===== src/rtl/alib_point_write_arbiter.sv =====
// Round-robin burst arbiter sharing one point-FIFO write port among NUM_REQ producers.
// Build-time option: define ALIB_ARB_STATS_EN to build the accept/stall statistics counters.
module alib_point_write_arbiter #(
  parameter int unsigned NUM_REQ   = 4,
  parameter int unsigned BURST_MAX = 8
) (
  input  logic                         clk,
  input  logic                         rst,
  input  logic [NUM_REQ-1:0]           req_valid,
  input  logic [NUM_REQ-1:0]           req_last,
  input  logic [NUM_REQ*16-1:0]        req_h,
  input  logic [NUM_REQ*16-1:0]        req_v,
  input  logic [NUM_REQ*16-1:0]        req_r,
  output logic [NUM_REQ-1:0]           req_ready,
  input  logic                         fifo_full,
  output logic                         fifo_wr_en,
  output logic [15:0]                  fifo_point_h,
  output logic [15:0]                  fifo_point_v,
  output logic [15:0]                  fifo_point_r,
  output logic [$clog2(NUM_REQ)-1:0]   grant_id,
  output logic                         busy,
  output logic [NUM_REQ*32-1:0]        accept_cnt,
  output logic [31:0]                  stall_cnt
);

  localparam int unsigned IdW = $clog2(NUM_REQ);

  typedef enum logic {StIdle, StGrant} state_e;

  state_e         state_q, state_d;
  logic [IdW-1:0] grant_q, grant_d;
  logic [IdW-1:0] last_q, last_d;
  logic [7:0]     burst_q, burst_d;

  logic           rr_found;
  logic [IdW-1:0] rr_idx;
  logic [IdW-1:0] cand;
  logic           grant_valid;
  logic           grant_last;
  logic           xfer;

  // Search starts one past the previous grant and wraps.
  always_comb begin
    rr_found = 1'b0;
    rr_idx   = '0;
    cand     = '0;
    for (int unsigned k = 1; k <= NUM_REQ; k++) begin
      cand = IdW'((32'(last_q) + k) % NUM_REQ);
      if (!rr_found && req_valid[cand]) begin
        rr_found = 1'b1;
        rr_idx   = cand;
      end
    end
  end

  assign grant_valid = req_valid[grant_q];
  assign grant_last  = req_last[grant_q];
  assign xfer        = (state_q == StGrant) && grant_valid && !fifo_full;

  always_comb begin
    state_d   = state_q;
    grant_d   = grant_q;
    last_d    = last_q;
    burst_d   = burst_q;
    req_ready = '0;
    unique case (state_q)
      StIdle: begin
        if (rr_found) begin
          grant_d = rr_idx;
          burst_d = '0;
          state_d = StGrant;
        end
      end
      StGrant: begin
        req_ready[grant_q] = !fifo_full;
        if (xfer) burst_d = burst_q + 8'd1;
        if (!grant_valid || (xfer && (grant_last || burst_d == 8'(BURST_MAX)))) begin
          state_d = StIdle;
          last_d  = grant_q;
        end
      end
    endcase
  end

  always_ff @(posedge clk or posedge rst) begin
    if (rst) begin
      state_q <= StIdle;
      grant_q <= '0;
      last_q  <= IdW'(NUM_REQ - 1);
      burst_q <= '0;
    end else begin
      state_q <= state_d;
      grant_q <= grant_d;
      last_q  <= last_d;
      burst_q <= burst_d;
    end
  end

  assign fifo_wr_en   = xfer;
  assign busy         = (state_q == StGrant);
  assign grant_id     = grant_q;
  assign fifo_point_h = req_h[{grant_q, 4'b0000} +: 16];
  assign fifo_point_v = req_v[{grant_q, 4'b0000} +: 16];
  assign fifo_point_r = req_r[{grant_q, 4'b0000} +: 16];

`ifdef ALIB_ARB_STATS_EN
  logic [31:0] acc_q [NUM_REQ];
  logic [31:0] stall_q;

  // Counters saturate rather than wrap.
  always_ff @(posedge clk or posedge rst) begin
    if (rst) begin
      for (int i = 0; i < NUM_REQ; i++) acc_q[i] <= '0;
      stall_q <= '0;
    end else begin
      for (int i = 0; i < NUM_REQ; i++) begin
        if (xfer && grant_q == IdW'(i) && acc_q[i] != '1) acc_q[i] <= acc_q[i] + 32'd1;
      end
      if (busy && grant_valid && fifo_full && stall_q != '1) stall_q <= stall_q + 32'd1;
    end
  end

  always_comb begin
    accept_cnt = '0;
    for (int i = 0; i < NUM_REQ; i++) accept_cnt[32*i +: 32] = acc_q[i];
  end
  assign stall_cnt = stall_q;
`else
  assign accept_cnt = '0;
  assign stall_cnt  = '0;
`endif

endmodule


===== config.mk =====
export PLATFORM = sky130hd
export DESIGN_NAME = alib_point_write_arbiter
export DESIGN_NICKNAME = d
export VERILOG_FILES = /design/src/rtl/alib_point_write_arbiter.sv
export SDC_FILE = /design/constraint.sdc
export NUM_CORES = 1
export LEC_CHECK = 0
export BUFFER_PORTS_ARGS = -buffer_cell sky130_fd_sc_hd__buf_2
export CAP_MARGIN = 15
export CORE_AREA = 2 2 163 165
export DETAILED_ROUTE_END_ITERATION = 7
export DIE_AREA = 0 0 165 167
export GPL_ROUTABILITY_DRIVEN = 0
export PLACE_DENSITY = 0.49
export SYNTH_ARGS = -nofsm -noshare
export SYNTH_HDL_FRONTEND = slang
export SYNTH_SLANG_ARGS = --single-unit

===== constraint.sdc =====
create_clock -name clk -period 2.15 [get_ports clk]
set_input_delay 0.5375 -clock clk [delete_from_list [all_inputs] [get_ports clk]]
set_output_delay 0.5375 -clock clk [all_outputs]
set_load 0.02 [all_outputs]

# Word level (Yosys, flattened, before mapping)
# Index checks and enable logic that the tools add are counted.
dict set report word_totals {
  regBits 13
  inputBits 203
  word_cells 68
}
dict set report op_classes {
  n_addsub 5
  n_lt_le_gt_ge 6
  eq_ne 2
  shifts 3
  muxes 30
  bitwise 2
  n_reduce_logical 16
}
# op n
set ops {}
lappend ops {{variable part select 64 x 7 -> 16 bit} 3}
lappend ops {{two-way mux 8 bit} 3}
lappend ops {{one-hot mux 8 bit (2 select lines)} 1}
lappend ops {{< comparator 2 x 3 -> 1 bit, second input constant} 5}
lappend ops {{two-way mux 1 bit} 13}
lappend ops {{binary-select mux 1 bit (select 2 bit)} 6}
lappend ops {{adder 8 x 1 -> 8 bit, second input constant} 1}
lappend ops {{equality test 8 x 4 -> 1 bit, second input constant} 1}
lappend ops {{two-way mux 2 bit} 4}
lappend ops {{logical AND 1 bit} 7}
lappend ops {{zero test 1 bit} 5}
lappend ops {{adder 2 x 1 -> 2 bit, second input constant} 2}
lappend ops {{adder 2 bit, second input constant} 2}
lappend ops {{AND 4 bit} 1}
lappend ops {{two-way mux 4 bit} 1}
lappend ops {{AND reduction 2 bit} 2}
lappend ops {{demux 1 bit (select 2 bit)} 1}
lappend ops {{>= comparator 2 x 1 -> 1 bit, second input constant} 1}
lappend ops {{logical OR 1 bit} 2}
lappend ops {{!= test 2 bit, second input constant} 1}
lappend ops {{one-hot mux 1 bit (2 select lines)} 1}
lappend ops {{NOT 1 bit} 1}

# Longest topological paths before layout
dict set report depth {
  depth_word 15
  mapped_depth 8
}

# Worst setup path after synthesis
# No wires, ideal clock.
dict set report synth_timing {
  kind {register to output}
  from {register grant_q[0], in the netlist grant_id[0]}
  to {output port fifo_point_r[0]}
  t_arrival_ps 1918
  required_time_ps 1612
  slack_ps -306
  stages_incl_launch_ff 4
  path_cell_list {dfrtp_1 buf_1 buf_1 mux4_2}
}
dict set report synth_via {
  elab_chain_cells 1
}
# element line
set synth_rtl {}
lappend synth_rtl {{from (decl)} 31} ;# logic [IdW-1:0] grant_q, grant_d;
lappend synth_rtl {{from (signal assigned)} 93} ;# grant_q <= grant_d;
lappend synth_rtl {{variable part select 64 x 7 -> 16 bit} 104} ;# assign fifo_point_r = req_r[{grant_q, 4'b0000} +: 16];
lappend synth_rtl {{to (decl)} 19} ;# output logic [15:0] fifo_point_r,
# No other way between the ends.

# Final worst setup path
dict set report layout_timing {
  from {register grant_q[0], in the netlist grant_id[0]}
  to {output port fifo_wr_en}
}
dict set report layout_via {
  elab_chain_cells 4
}
# element line
set layout_rtl {}
lappend layout_rtl {{binary-select mux 1 bit (select 2 bit)} 56} ;# assign grant_valid = req_valid[grant_q];
lappend layout_rtl {{two-way mux 1 bit (not written as such)} 56}
lappend layout_rtl {{logical AND 1 bit (2 in series)} 58} ;# assign xfer = (state_q == StGrant) && grant_valid && !fifo_full;
lappend layout_rtl {{to (decl)} 16} ;# output logic fifo_wr_en,
# No other way between the ends. The select of a mux whose other input is x is not followed.

==> qor.csv <==
metric;value;unit
yosysWarningCount;0;
violations_in_the_final_reports;negative setup slack;
drt-initial-drc-count;83;
n_antenna_cell;0;
grt_pass1_wl;17.7;mm
synth_sequential_area_ratio;0.0982;
first_global_vias;2886;
crit_path_end_kind;output pin;
worst-r2r-cell-count;8;
synth_top_flop_cell;dfrtp_1;
final_antenna_net_count;0;
global_route.usage.met1;0.104;
initial_antenna_violation_count;0;
rsz0062_at_grt;true;
grt_max_degree;40;
regToRegEndpoint;last_q[0];
vias;3145;
grt.met2_usage;0.165;
seq_area;333;um^2
startpoint;grant_id[0];
final-max-slew-violation-count;0;
clk_pin_slew_worst_paths;50;ps
yosys.cell_count.top_type;buf_4;
number_of_clock_buffers_inserted_by_tritoncts;3;
critPathKind;reg -> out;
ys_ff_latch;13;
rows;59;
p_per_area;1100;nW/um^2
cts_tree;yes;
drt-pass1-iter-count;4;
core_region_area;25800;um^2
fin_worst_skew;3.17;ps
synth_area_leaders;buf_4 (36%), mux4_2 (33%), dfrtp_1 (8.2%);
timing.hold.ws;338;ps
number_of_buffers_inserted_by_port_buffering;258;
synth.cells.most_frequent;buf_4 (161), mux4_2 (49), a21oi_1 (14), dfrtp_1 (11), nor2_1 (11);
crit_arrival;1730;ps
clk_latency;240;ps
yosysUniqueCellTypes;39;
cp-start-kind;register;
ratio_of_cells_with_drive_above_1_in_the_final_layout;0.594;
worst_supply_voltage_drop_on_vdd;0.430;mV
finish.utilization;0.193;
ys_async_sr_fraction;1.00;
timing.final.crit_period;2270;ps
synth_enable_flop_cells;0;
multi_input_comb_area;2370;um^2
floorplan.initialDensity;0.130;
synth_largest_type_area_fraction;0.362;
finalSetupViolations;50;
nFillCells;2883;
die-area;27600;um^2
floorplan.die.width;165;um
worst-endpoint-required;1610;ps
timing.fmax;440;MHz
rrSetupSlack;-70;ps
clock_sinks;13;
clk_path_buf_depth;2;
grt_most_used_layer;met2;
met3_usage;0.0149;
clock_tree.root_cell;clkbuf_16;
grt_overflow_total;0;
die_h;167;um
ctsHtreeMaxLevel;1;
floorplan.io_pins;419;
drc;0;
wl_per_cell;15.0;um
synthDominantAreaCellType;buf_4;
syn-cell-area;3340;um^2
cellLeakagePower;2.58;nW
min-delay-path-class;in -> async;
final_nets;808;
worst_slew_margin_rel;0.625;
routed_wl;14.0;mm
vias_per_cell;3.35;
run_status;complete, but fails checks;
rr_startpoint;grant_id[0];
hold_violations;0;
flow.area_growth_from_synthesis;48.8;%
worstPathMaxFanout;6;
setup_slack;-121;ps
worstMarginPinSlew;562;ps
globalRouteTotalUtil;0.0872;
syn_inst;331;
synthesis.area_per_instance;10.1;um^2
detailedPlacementHpwl;11.8;mm
max_cap_violations;0;
cts.hold.buffers_added;0;
fin_crit_sh;1.06;
area by class of cell:
class,count,area share
tap,335,0.0844
inverter,1,0.000755
multi-input combinational,297,0.478
clock buffer,4,0.0159
timing repair buffer,288,0.354
sequential,13,0.0670
sequential cells by signal, summed over array words and instances, names as in the netlist:
signal    count
busy          1
last_q        2
grant_id      2
burst_q       8
critical path, cell delays in order, from the launching register on:
cell     delay, ps
dfrtp_4        480
buf_8          150
mux2_4         320
a22o_4         280
buf_6          130
buf_6          120
cells by family after synthesis:
kind of cell	share of synthesized area
buf+inv	0.387
mux	0.375
simple gates	0.0731
compound gates	0.0483
flops	0.0982
xor+xnor	0.0131
fa+ha+maj	0.00375
other cells	0.00112
per-layer routing:
layer / routed length, um / vias up
met5: 0 / -
met4: 57 / 0
met3: 1100 / 5
met2: 7770 / 174
met1: 5100 / 1546
li1: - / 1420
worst max path at each step:
stage,end,slack [ps],cells past startpoint
3_5_place_dp,last_q[0],-80,7
4_1_cts,fifo_point_v[0],-150,3
5_1_grt,last_q[0],-160,8
6_report,fifo_wr_en,-120,5
2_1_floorplan,fifo_point_h[0],30,3
3_3_place_gp,last_q[0],-4,7
placed cells by master (no fill, tap or decap), drive strengths merged, types with 5 or more instances in the layout:
cell type,instances
a21oi,14
buf,286
clkbuf,6
conb,160
dfrtp,11
mux2i,10
mux4,49
nand2,9
nor2,11
nor2b,5
metrics by stage:
stage	instance area, um^2	worst slack [ps]	power [W]	TNS [ps]	cells
6_report	4970	-121	0.00544	-2870	938
5_1_grt	4970	-164	0.00585	-5620	938
4_1_cts	4710	-152	0.00502	-4920	930
3_5_place_dp	4510	-76.2	0.00442	-177	921
3_3_place_gp	4510	-4.39	0.00439	-6.76	921
2_1_floorplan	3950	32.0	0.00340	0	490
what timing repair did:
| item | in CTS | in global routing |
|---|---|---|
| setup endpoints to repair | 46 | 54 |
| pin swaps | 1 | 3 |
| gates cloned | 1 | 3 |
| gates resized for setup | 15 | 42 |
| setup buffers | 4 | 5 |
report_power, final:
part	leakage [nW]	switching (W)	internal, W	total, W
logic	2.38	0.00246	0.00221	0.00467
registers	0.164	0.0000849	0.000335	0.000420
clock network	0.0382	0.000107	0.000251	0.000358
total	2.58	0.00265	0.00279	0.00544
(Power assumes the default switching activity.)
